**config.mk**
```make
export PLATFORM = sky130hd
export DESIGN_NAME = vend_controller_flat
export DESIGN_NICKNAME = d
export VERILOG_FILES = /design/src/rtl/vend_pkg.sv /design/src/rtl/vend_if.sv /design/src/rtl/vend_change_dispenser.sv /design/src/rtl/vend_controller.sv /design/src/flat_wrapper.sv
export SDC_FILE = /design/constraint.sdc
export NUM_CORES = 1
export LEC_CHECK = 0
export CAP_MARGIN = 20
export CORE_MARGIN = 2
export CORE_UTILIZATION = 45
export DETAILED_ROUTE_END_ITERATION = 12
export DONT_BUFFER_PORTS = 1
export PLACE_DENSITY = 0.66
export SLEW_MARGIN = 25
export SYNTH_ARGS = -nofsm -noshare
export SYNTH_HDL_FRONTEND = slang
export SYNTH_HIERARCHICAL = 1
export SYNTH_SLANG_ARGS = --single-unit
```
**constraint.sdc**
```tcl
create_clock -name clock -period 6.2 [get_ports clock]
set_clock_uncertainty 0.2 [all_clocks]
set_input_delay 1.24 -clock clock [delete_from_list [all_inputs] [get_ports clock]]
set_output_delay 1.24 -clock clock [all_outputs]
set_load 0.01 [all_outputs]
```
**src/rtl/vend_pkg.sv**
```systemverilog
`default_nettype none
// ============================================================================
// Module      : vend_pkg
// Description : Shared types, coin codes and coin valuation for the
//               newspaper vending controller.
// Revision    : 1.0 - initial release
// ============================================================================
package vend_pkg;

   // Top-level controller states
   typedef enum logic [1:0] {
      ACCUM     = 2'd0,
      VEND      = 2'd1,
      CHANGE_HI = 2'd2,
      CHANGE_LO = 2'd3
   } state_t;

   // Change dispenser pulse phases
   typedef enum logic [1:0] {
      PH_IDLE = 2'd0,
      PH_HI   = 2'd1,
      PH_LO   = 2'd2
   } phase_t;

   // Coin codes as presented on the coin bus
   localparam logic [1:0] COIN_NONE    = 2'd0;
   localparam logic [1:0] COIN_NICKEL  = 2'd1;
   localparam logic [1:0] COIN_DIME    = 2'd2;
   localparam logic [1:0] COIN_QUARTER = 2'd3;

   // Value of a coin code in nickel units
   function automatic logic [2:0] coin_value(input logic [1:0] code);
      logic [2:0] v;
      case (code)
         COIN_NICKEL:  v = 3'd1;
         COIN_DIME:    v = 3'd2;
         COIN_QUARTER: v = 3'd5;
         default:      v = 3'd0;
      endcase
      return v;
   endfunction

endpackage
`default_nettype wire

```
**src/rtl/vend_if.sv**
```systemverilog
`default_nettype none
// ============================================================================
// Module      : vend_if
// Description : Coin/cancel/dispense bundle between the vending datapath
//               and the sequencing controller.
// Revision    : 1.0 - initial release
// ============================================================================
interface vend_if #(
   parameter int CREDIT_W = 4
);
   logic [1:0]          coin;
   logic                cancel;
   logic                vend_ack;
   logic                vend_req;
   logic                change_pulse;
   logic                coin_reject;
   logic [CREDIT_W-1:0] credit;
   logic                busy;

   // Datapath / stimulus side
   modport master (
      output coin, cancel, vend_ack,
      input  vend_req, change_pulse, coin_reject, credit, busy
   );

   // Controller side
   modport slave (
      input  coin, cancel, vend_ack,
      output vend_req, change_pulse, coin_reject, credit, busy
   );
endinterface
`default_nettype wire

```
**src/rtl/vend_change_dispenser.sv**
```systemverilog
`default_nettype none
// ============================================================================
// Module      : change_dispenser
// Description : Paces change return as one-nickel pulses: one cycle high,
//               one cycle low, repeated while credit remains.
// Revision    : 1.0 - initial release
// ============================================================================
module change_dispenser #(
   parameter int CREDIT_W = 4
) (
   input  wire logic                clock,
   input  wire logic                reset,
   input  wire logic                load,   // start a change train
   input  wire logic [CREDIT_W-1:0] count,  // credit still owed
   output logic                     pulse,  // registered change pulse
   output logic                     step,   // credit is decremented this edge
   output logic                     done    // train finished this edge
);
   import vend_pkg::*;

   phase_t r_phase;
   phase_t w_phase_nxt;
   logic   r_pulse;

   // Next-phase decode: HI always falls to LO; LO re-arms while credit remains
   always_comb begin
      w_phase_nxt = r_phase;
      case (r_phase)
         PH_IDLE: if (load) w_phase_nxt = PH_HI;
         PH_HI:   w_phase_nxt = PH_LO;
         PH_LO:   w_phase_nxt = (count != '0) ? PH_HI : PH_IDLE;
         default: w_phase_nxt = PH_IDLE;
      endcase
   end

   // Phase register; the pulse is registered so it lines up with PH_HI
   always_ff @(posedge clock or posedge reset) begin
      if (reset) begin
         r_phase <= PH_IDLE;
         r_pulse <= 1'b0;
      end else begin
         r_phase <= w_phase_nxt;
         r_pulse <= (w_phase_nxt == PH_HI);
      end
   end

   assign pulse = r_pulse;
   assign step  = (r_phase == PH_HI);
   assign done  = (r_phase == PH_LO) && (count == '0);

endmodule
`default_nettype wire

```
**src/rtl/vend_controller.sv**
```systemverilog
`default_nettype none
// ============================================================================
// Module      : vend_controller
// Description : Accumulates coin credit against a price, requests a vend
//               over req/ack and returns surplus or refunded credit as
//               nickel change pulses.
// Revision    : 1.0 - initial release
// ============================================================================
module vend_controller #(
   parameter int PRICE      = 3,
   parameter int CREDIT_W   = 4,
   parameter int MAX_CREDIT = 2**CREDIT_W-1
) (
   input  wire logic clock,
   input  wire logic reset,
   vend_if.slave     bus
);
   import vend_pkg::*;

   localparam logic [CREDIT_W:0]   c_max_x   = (CREDIT_W+1)'(MAX_CREDIT);
   localparam logic [CREDIT_W:0]   c_price_x = (CREDIT_W+1)'(PRICE);
   localparam logic [CREDIT_W-1:0] c_price   = CREDIT_W'(PRICE);

   state_t              r_state;
   state_t              w_state_nxt;
   logic [CREDIT_W-1:0] r_credit;
   logic [CREDIT_W-1:0] w_credit_nxt;
   logic                r_reject;
   logic                w_reject_nxt;
   logic                r_vend_req;
   logic                r_busy;
   logic                w_load;
   logic                w_step;
   logic                w_done;
   logic                w_pulse;
   logic                w_coin_in;
   logic [CREDIT_W:0]   w_sum;
   logic [CREDIT_W-1:0] w_remain;

   // One extra bit on the sum so an overflowing coin is detected, not wrapped
   assign w_coin_in = (bus.coin != COIN_NONE);
   assign w_sum     = {1'b0, r_credit} + (CREDIT_W+1)'(coin_value(bus.coin));
   assign w_remain  = r_credit - c_price;

   change_dispenser #(
      .CREDIT_W (CREDIT_W)
   ) u_change (
      .clock (clock),
      .reset (reset),
      .load  (w_load),
      .count (r_credit),
      .pulse (w_pulse),
      .step  (w_step),
      .done  (w_done)
   );

   // Next-state, credit arithmetic and coin rejection
   always_comb begin
      w_state_nxt  = r_state;
      w_credit_nxt = r_credit;
      w_reject_nxt = 1'b0;
      w_load       = 1'b0;
      case (r_state)
         ACCUM: begin
            if (bus.cancel) begin
               // cancel takes priority; any coin alongside it is refused
               w_reject_nxt = w_coin_in;
               if (r_credit != '0) begin
                  w_state_nxt = CHANGE_HI;
                  w_load      = 1'b1;
               end
            end else if (w_coin_in) begin
               if (w_sum > c_max_x) begin
                  w_reject_nxt = 1'b1;
               end else begin
                  w_credit_nxt = w_sum[CREDIT_W-1:0];
                  if (w_sum >= c_price_x) w_state_nxt = VEND;
               end
            end
         end
         VEND: begin
            w_reject_nxt = w_coin_in;
            if (bus.vend_ack) begin
               w_credit_nxt = w_remain;
               if (w_remain != '0) begin
                  w_state_nxt = CHANGE_HI;
                  w_load      = 1'b1;
               end else begin
                  w_state_nxt = ACCUM;
               end
            end
         end
         CHANGE_HI: begin
            w_reject_nxt = w_coin_in;
            if (w_step) begin
               w_credit_nxt = r_credit - CREDIT_W'(1);
               w_state_nxt  = CHANGE_LO;
            end
         end
         CHANGE_LO: begin
            w_reject_nxt = w_coin_in;
            w_state_nxt  = w_done ? ACCUM : CHANGE_HI;
         end
         default: w_state_nxt = ACCUM;
      endcase
   end

   // State, credit and registered outputs
   always_ff @(posedge clock or posedge reset) begin
      if (reset) begin
         r_state    <= ACCUM;
         r_credit   <= '0;
         r_reject   <= 1'b0;
         r_vend_req <= 1'b0;
         r_busy     <= 1'b0;
      end else begin
         r_state    <= w_state_nxt;
         r_credit   <= w_credit_nxt;
         r_reject   <= w_reject_nxt;
         r_vend_req <= (w_state_nxt == VEND);
         r_busy     <= (w_state_nxt != ACCUM);
      end
   end

   assign bus.vend_req     = r_vend_req;
   assign bus.change_pulse = w_pulse;
   assign bus.coin_reject  = r_reject;
   assign bus.credit       = r_credit;
   assign bus.busy         = r_busy;

endmodule
`default_nettype wire

```
**src/flat_wrapper.sv**
```systemverilog
// flat-port wrapper written by rule: the top's interface ports become plain ports
module vend_controller_flat import vend_pkg::*;
#(
   parameter int PRICE      = 3,
   parameter int CREDIT_W   = 4,
   parameter int MAX_CREDIT = 2**CREDIT_W-1
)
  (clock, reset, bus_coin, bus_cancel, bus_vend_ack, bus_vend_req, bus_change_pulse, bus_coin_reject, bus_credit, bus_busy);
  vend_if #(.CREDIT_W(CREDIT_W)) bus_i ();
  input  wire logic clock;
  input  wire logic reset;
  input wire logic [$bits(bus_i.coin)-1:0] bus_coin;
  input wire logic [$bits(bus_i.cancel)-1:0] bus_cancel;
  input wire logic [$bits(bus_i.vend_ack)-1:0] bus_vend_ack;
  output wire logic [$bits(bus_i.vend_req)-1:0] bus_vend_req;
  output wire logic [$bits(bus_i.change_pulse)-1:0] bus_change_pulse;
  output wire logic [$bits(bus_i.coin_reject)-1:0] bus_coin_reject;
  output wire logic [$bits(bus_i.credit)-1:0] bus_credit;
  output wire logic [$bits(bus_i.busy)-1:0] bus_busy;
  assign bus_i.coin = bus_coin;
  assign bus_i.cancel = bus_cancel;
  assign bus_i.vend_ack = bus_vend_ack;
  assign bus_vend_req = bus_i.vend_req;
  assign bus_change_pulse = bus_i.change_pulse;
  assign bus_coin_reject = bus_i.coin_reject;
  assign bus_credit = bus_i.credit;
  assign bus_busy = bus_i.busy;
  vend_controller #(.PRICE(PRICE), .CREDIT_W(CREDIT_W), .MAX_CREDIT(MAX_CREDIT)) u_core (.clock(clock), .reset(reset), .bus(bus_i));
endmodule
```
### After elaboration in Yosys (flattened, before gate mapping)

Index checks and enable logic that the tools add are counted.

* reduce and logical (&&, ||, !) cells: 11
* order comparisons: 2
* mux-type cells: 29
* add/sub/neg operators: 3
* equal/unequal tests: 15

Operator list (number)
* 2-to-1 mux 2 bit: 10
* 2-to-1 mux 4 bit: 5
* case mux 4 bit (3 select lines): 1
* equality test 2 x 1 -> 1 bit, second input constant: 5
* equality test 2 bit, second input constant: 5
* case mux 3 bit (3 select lines): 1
* 2-to-1 mux 1 bit: 8
* inequality test 2 bit, second input constant: 4
* case mux 2 bit (4 select lines): 1
* nonzero test 4 bit: 2
* case mux 2 bit (3 select lines): 1
* AND reduction 6 bit: 1
* adder 4 x 3 -> 5 bit: 1
* >= comparator 5 x 2 -> 1 bit, second input constant: 1
* > comparator 5 x 4 -> 1 bit, second input constant: 1
* zero test 2 bit: 2
* zero test 4 bit: 1
* case mux 1 bit (2 select lines): 2
* nonzero test 2 bit: 2
* subtractor 4 x 1 -> 4 bit, second input constant: 1
* subtractor 4 x 2 -> 4 bit, second input constant: 1
* nonzero test 3 bit: 1
* OR reduction 3 bit: 1
* inequality test 2 x 1 -> 1 bit, second input constant: 1
* logical AND 1 bit: 1

* output and inout port bits: 8
* input port bits: 6
* logic and storage cells: 67
* register bits: 12

### Logic depth before layout (Yosys ltp)

* depth after elaboration: 10
* gate-level depth with buffers: 8
* depth with buffers taken out: 8

### Hierarchy

Netlist, hierarchy kept.

By module, submodules not included
* vend_controller: area each 903.4 µm², sequential area each 225.2 µm², cells each 105, times used 1
* change_dispenser: area each 131.4 µm², sequential area each 75.1 µm², cells each 11, times used 1

### Least setup slack after synthesis

No wires, ideal clock.

* path type: in2reg
* start point: input port bus_coin[0]
* end point: register u_core.r_credit[3] (netlist: u_core/bus.credit[3])
* stages on the path: 8
* required time: 5.869 ns
* arrival: 2.834 ns
* setup slack: 3.034 ns
* path buffers: 1
* library setup time: 0.131 ns
* cells stage by stage: clkbuf_1 > ha_1 > fa_1 > nand3_1 > nand4_2 > a221oi_4 > mux2i_1 > o22ai_1

* word-level cells in the longest chain between the ends: 7
* elaborated cells on any way between the ends: 14
* classes of those cells: add/sub: 1; order compare: 1; eq/ne: 5; mux: 5; reduce/logical: 2

Ends and longest elaborated chain
* from (decl): RTL line flat_wrapper.sv:12 `input wire logic [$bits(bus_i.coin)-1:0] bus_coin;`
* parallel branches: the longest is 7 deep, another holds adder 4 x 3 -> 5 bit
* to (signal assigned): RTL line vend_controller.sv:118 `r_credit <= w_credit_nxt;`
* to (decl): RTL line vend_controller.sv:26 `logic [CREDIT_W-1:0] r_credit;`

Parallel ways; which one is timed is not known. The select of a mux whose other input is x is not followed.
A chain may end at the register's enable or synchronous reset.

### Worst setup path in the final report

Ends and elaborated chain as after synthesis.

==> run summary <==
The synthesized netlist devotes 2.54% of its cell area to XOR and XNOR gates. The synthesized netlist devotes 16.2% of its cell area to adder and majority cells. The maximum number of pins on one net before global-route repair came out at 15.

The total of warnings raised by yosys came out at 6. The number of buffers on the longest clock path came out at 2. Input and output buffers added on the ports amount to 0. The endpoint required time on the critical path is 6.16 ns. TritonCTS built the clock tree. In this run, the clock network consumes 41.9% of the power.

The portion of synthesized area spent on multiplexers is 1.93%. By count the netlist is led by 12 x sky130_fd_sc_hd__dfrtp_1, 11 x sky130_fd_sc_hd__ha_1, 11 x sky130_fd_sc_hd__inv_1. The leakage power summed over all cells came out at 0.497 nW.

The post-route clock period utilization is 47.5%. The prevailing post-synth register cell is sky130_fd_sc_hd__dfrtp_1. The placed instance area came out at 0.00105 sq mm.

Max-cap violations in this run came to 0. The combined global-route utilization of all metal layers is 18.0%. Clock-pin slew was measured on the worst setup and hold paths at 0.08 ns. The first-pass GRT wire length is 3560 um. The number of buffers created by CTS is 3. In this run the power density over the cells is 140 mW/mm^2. The via count of the first global-routing pass is 838.

At the end of the flow, the number of nets in the layout was 135. The synthesized netlist devotes 16.4% of its cell area to simple gates. The endpoint kind of the worst setup timing path is a register. The number of setup buffers added after CTS came out at 0. Per report_power, the combinational group accounts for 6.2% of the total.

The path type of the worst min-delay path is register to register. The finished cells cover 0.00109 sq mm. The maximum vdd ir drop is 0.0772 mV. The count of nets left with antenna violations once routing finished came out at 0. The chip height is 52.0 um. The floorplan has 17 rows. The die outline area came out at 0.00270 sq mm.

After synthesis the cells add up to 0.00103 sq mm. The worst pin sits at a relative slew slack of 66.2%. The number of gates resized after CTS was 0. The standard cell core area is 0.00219 sq mm. Excluding fillers, the count of instances in the completed layout stands at 144. The count of TritonRoute iterations in the first routing pass is 4. Setup repair after global routing left no endpoint under its margin.

Based on the critical path, the design can be clocked at up to 340 MHz. The half-perimeter wire length of the detailed placement result is 1670 um. The mean instance size in the synthesized netlist came out at 8.92 sq um.

By area the synthesized netlist is led by sky130_fd_sc_hd__dfrtp_1 29%, sky130_fd_sc_hd__ha_1 13%, sky130_fd_sc_hd__inv_1 4.0%. The largest family of logic cells by synthesized area is compound AO/OA/AOI/OAI gates. The average routed wire per standard cell is 15.0 um. The maximum level of the CTS H-tree is 1. Setup violations remaining at the end of the flow were counted as 0. The final-report max-slew violation count is 0. The filler cells instantiated in the layout total 210. The post-detailed-route DRC marker count is 0. Summed over all instances, the cell type with the most area after synthesis is sky130_fd_sc_hd__dfrtp_1. The count of pins on the block boundary came out at 14. For this design the total switching power over the nets is 0.0343 mW. The number of synthesized flops with an enable pin is 0. The flip-flop and latch count after synthesis came out at 12. After detailed placement, the design holds a cell count of 140. The share of post-route cells with drive strength above 1 is 8.62%.

The number of buffers inserted for hold repair after clock tree synthesis is 0. The count of inserted antenna diode cells came out at 0. The final hold violation count came out at 0. Setup slack on the critical path of the routed design comes to 3.26 ns. The synthesized-area fraction occupied by ao, oa, aoi and oai cells came out at 28.1%. STA classifies the critical path startpoint as an input pin.

The slew at the pin closest to its max-slew limit is 0.508 ns. From left edge to right edge, the die measures 52.0 um. By startpoint and endpoint, the worst setup path is classified as input pin to register. After detailed routing, the number of vias per cell comes to 5.93.

The detailed-route via count came out at 854. The area growth from synthesis to layout is 5.08%. The remaining global-route overflow is 0. The fraction of synthesized cell area taken by the top area cell type came out at 29.0%. The shortest period the worst path allows came out at 2.94 ns.

In this run the worst path has a maximum fanout of 8. Counting every instance in the synthesized netlist gives 116. The initial antenna violation count is 0. The number of nets in the synthesized netlist is 134. The flow ran to the end, and the final reports show no timing, DRC or antenna violations.

After routing, the total negative slack on setup checks comes to 0 ns. The DRC violation total after the first TritonRoute iteration is 23. The total power is 0.152 mW.

The total clock sinks is 12. The aggregate routed wire length came out at 2160 um. The starting density of the core came out at 47.2%.

The fraction of power consumed by sequential logic is 51.9%. The synthesized netlist contains 38 unique library cells. The sequential share of the synthesized area came out at 29.0%.

The global placement routability congestion is 0.845. The internal power contribution is 0.118 mW. In the synthesized netlist the async set-or-reset flop fraction comes to 100%.

The root buffer cell chosen for the clock tree is sky130_fd_sc_hd__clkbuf_4. The fraction of power spent switching nets is 22.6%. The later-pin clock latency in the skew report is 0.28 ns.

The data arrival time of the critical path came out at 2.90 ns. The worst setup timing slack at the placement stage is 2.96 ns. Among all cell types in the netlist, the one instantiated most often is sky130_fd_sc_hd__dfrtp_1.
==> routing by layer <==
layer | wire length (um) | GRT usage [%]
met3 | 76 | 1.72
met1 | 1010 | 22.4
met4 | 29 | 11.0
met2 | 1040 | 29.7
met5 | 0 | 0
==> sequential cells by signal, indices dropped and copies added (netlist names) <==
name / count
u_core/bus.busy: 1
u_core/bus.coin_reject: 1
u_core/bus.credit: 4
u_core/bus.vend_req: 1
u_core/r_state: 2
u_core/u_change/pulse: 1
u_core/u_change/r_phase: 2
==> cell usage in the layout (no fill, tap or decap), drive strengths merged <==
cell and count:
nor3 1, a31oi 3, nand2b 1, a21o 4, o22ai 3, a211oi 3
a21oi 8, mux2i 2, inv 11, o21ai 6, xnor2 1, a22oi 1
xor2 2, nor4 1, and2 2, fa 1, clkbuf 4, a2bb2oi 1
maj3 1, or2 1, nand4 1, nand2 6, a32o 1, and3b 2
nor2 8, dfrtp 12, ha 11, o2111a 1, a221oi 1, a31o 2
a21boi 1, nand3 4, o211ai 4, o21a 1, nor2b 4
==> path summary, 6_finish.rpt <==
kind	startpoint	end	slack, ns	depth (start not counted)
max reg2reg	u_core/bus.credit[0]$_DFFE_PP0P_	u_core/bus.credit[3]$_DFFE_PP0P_	3.56	7
max	bus_coin[0]	u_core/bus.credit[3]$_DFFE_PP0P_	3.26	7
min	u_core/u_change/r_phase[0]$_DFF_PP0_	u_core/u_change/pulse$_DFF_PP0_	0.30	1
min reg2reg	u_core/u_change/r_phase[0]$_DFF_PP0_	u_core/u_change/pulse$_DFF_PP0_	0.30	1
min in group asynchronous	reset	u_core/u_change/pulse$_DFF_PP0_	0.50	1
max in group asynchronous	reset	u_core/r_state[0]$_DFF_PP0_	4.93	1
==> through the flow <==
| step | utilization [%] | hold slack [ns] |
|---|---|---|
| after detailed placement | 48.0 | 0.297 |
| after CTS | 49.6 | 0.309 |
| after global routing | 49.6 | 0.344 |
| final | 49.6 | 0.303 |
| after floorplan | - | 0.248 |
| after global placement | 48.0 | 0.273 |
==> power by group through the flow <==
| stage | Clock, mW | Combinational (mW) | Sequential (mW) |
|---|---|---|---|
| finish | 0.0637 | 0.00935 | 0.0788 |
| global route | 0.0673 | 0.0106 | 0.0788 |
| CTS | 0.0644 | 0.00947 | 0.0788 |
| detailed placement | 0 | 0.00938 | 0.0804 |
| global placement | 0 | 0.00948 | 0.0804 |
| floorplan | 0 | 0.00787 | 0.0803 |
==> worst max-delay path, cell delays in order <==
cell and delay, ns:
sky130_fd_sc_hd__ha_1 0.20, sky130_fd_sc_hd__fa_1 0.41, sky130_fd_sc_hd__nand3_1 0.17, sky130_fd_sc_hd__nand4_2 0.14, sky130_fd_sc_hd__a221oi_4 0.41, sky130_fd_sc_hd__mux2i_1 0.23, sky130_fd_sc_hd__o22ai_1 0.10
==> final cells by class <==
| class | instances | area [sq um] | area share (%) |
|---|---|---|---|
| clock buffer | 4 | 36.3 | 3.34 |
| sequential | 12 | 300 | 27.6 |
| multi-input combinational | 89 | 674 | 62.0 |
| inverter | 11 | 41.3 | 3.80 |
| tap | 28 | 35.0 | 3.22 |
==> cell families (layout without fill, tap and decap cells) <==
logic type	count (synthesis)	in the layout
compound gates	40	40
xor+xnor	3	3
simple gates	31	31
fa+ha+maj	13	13
flops	12	12
mux	2	2
buf+inv	15	15
(Power assumes the default switching activity.)
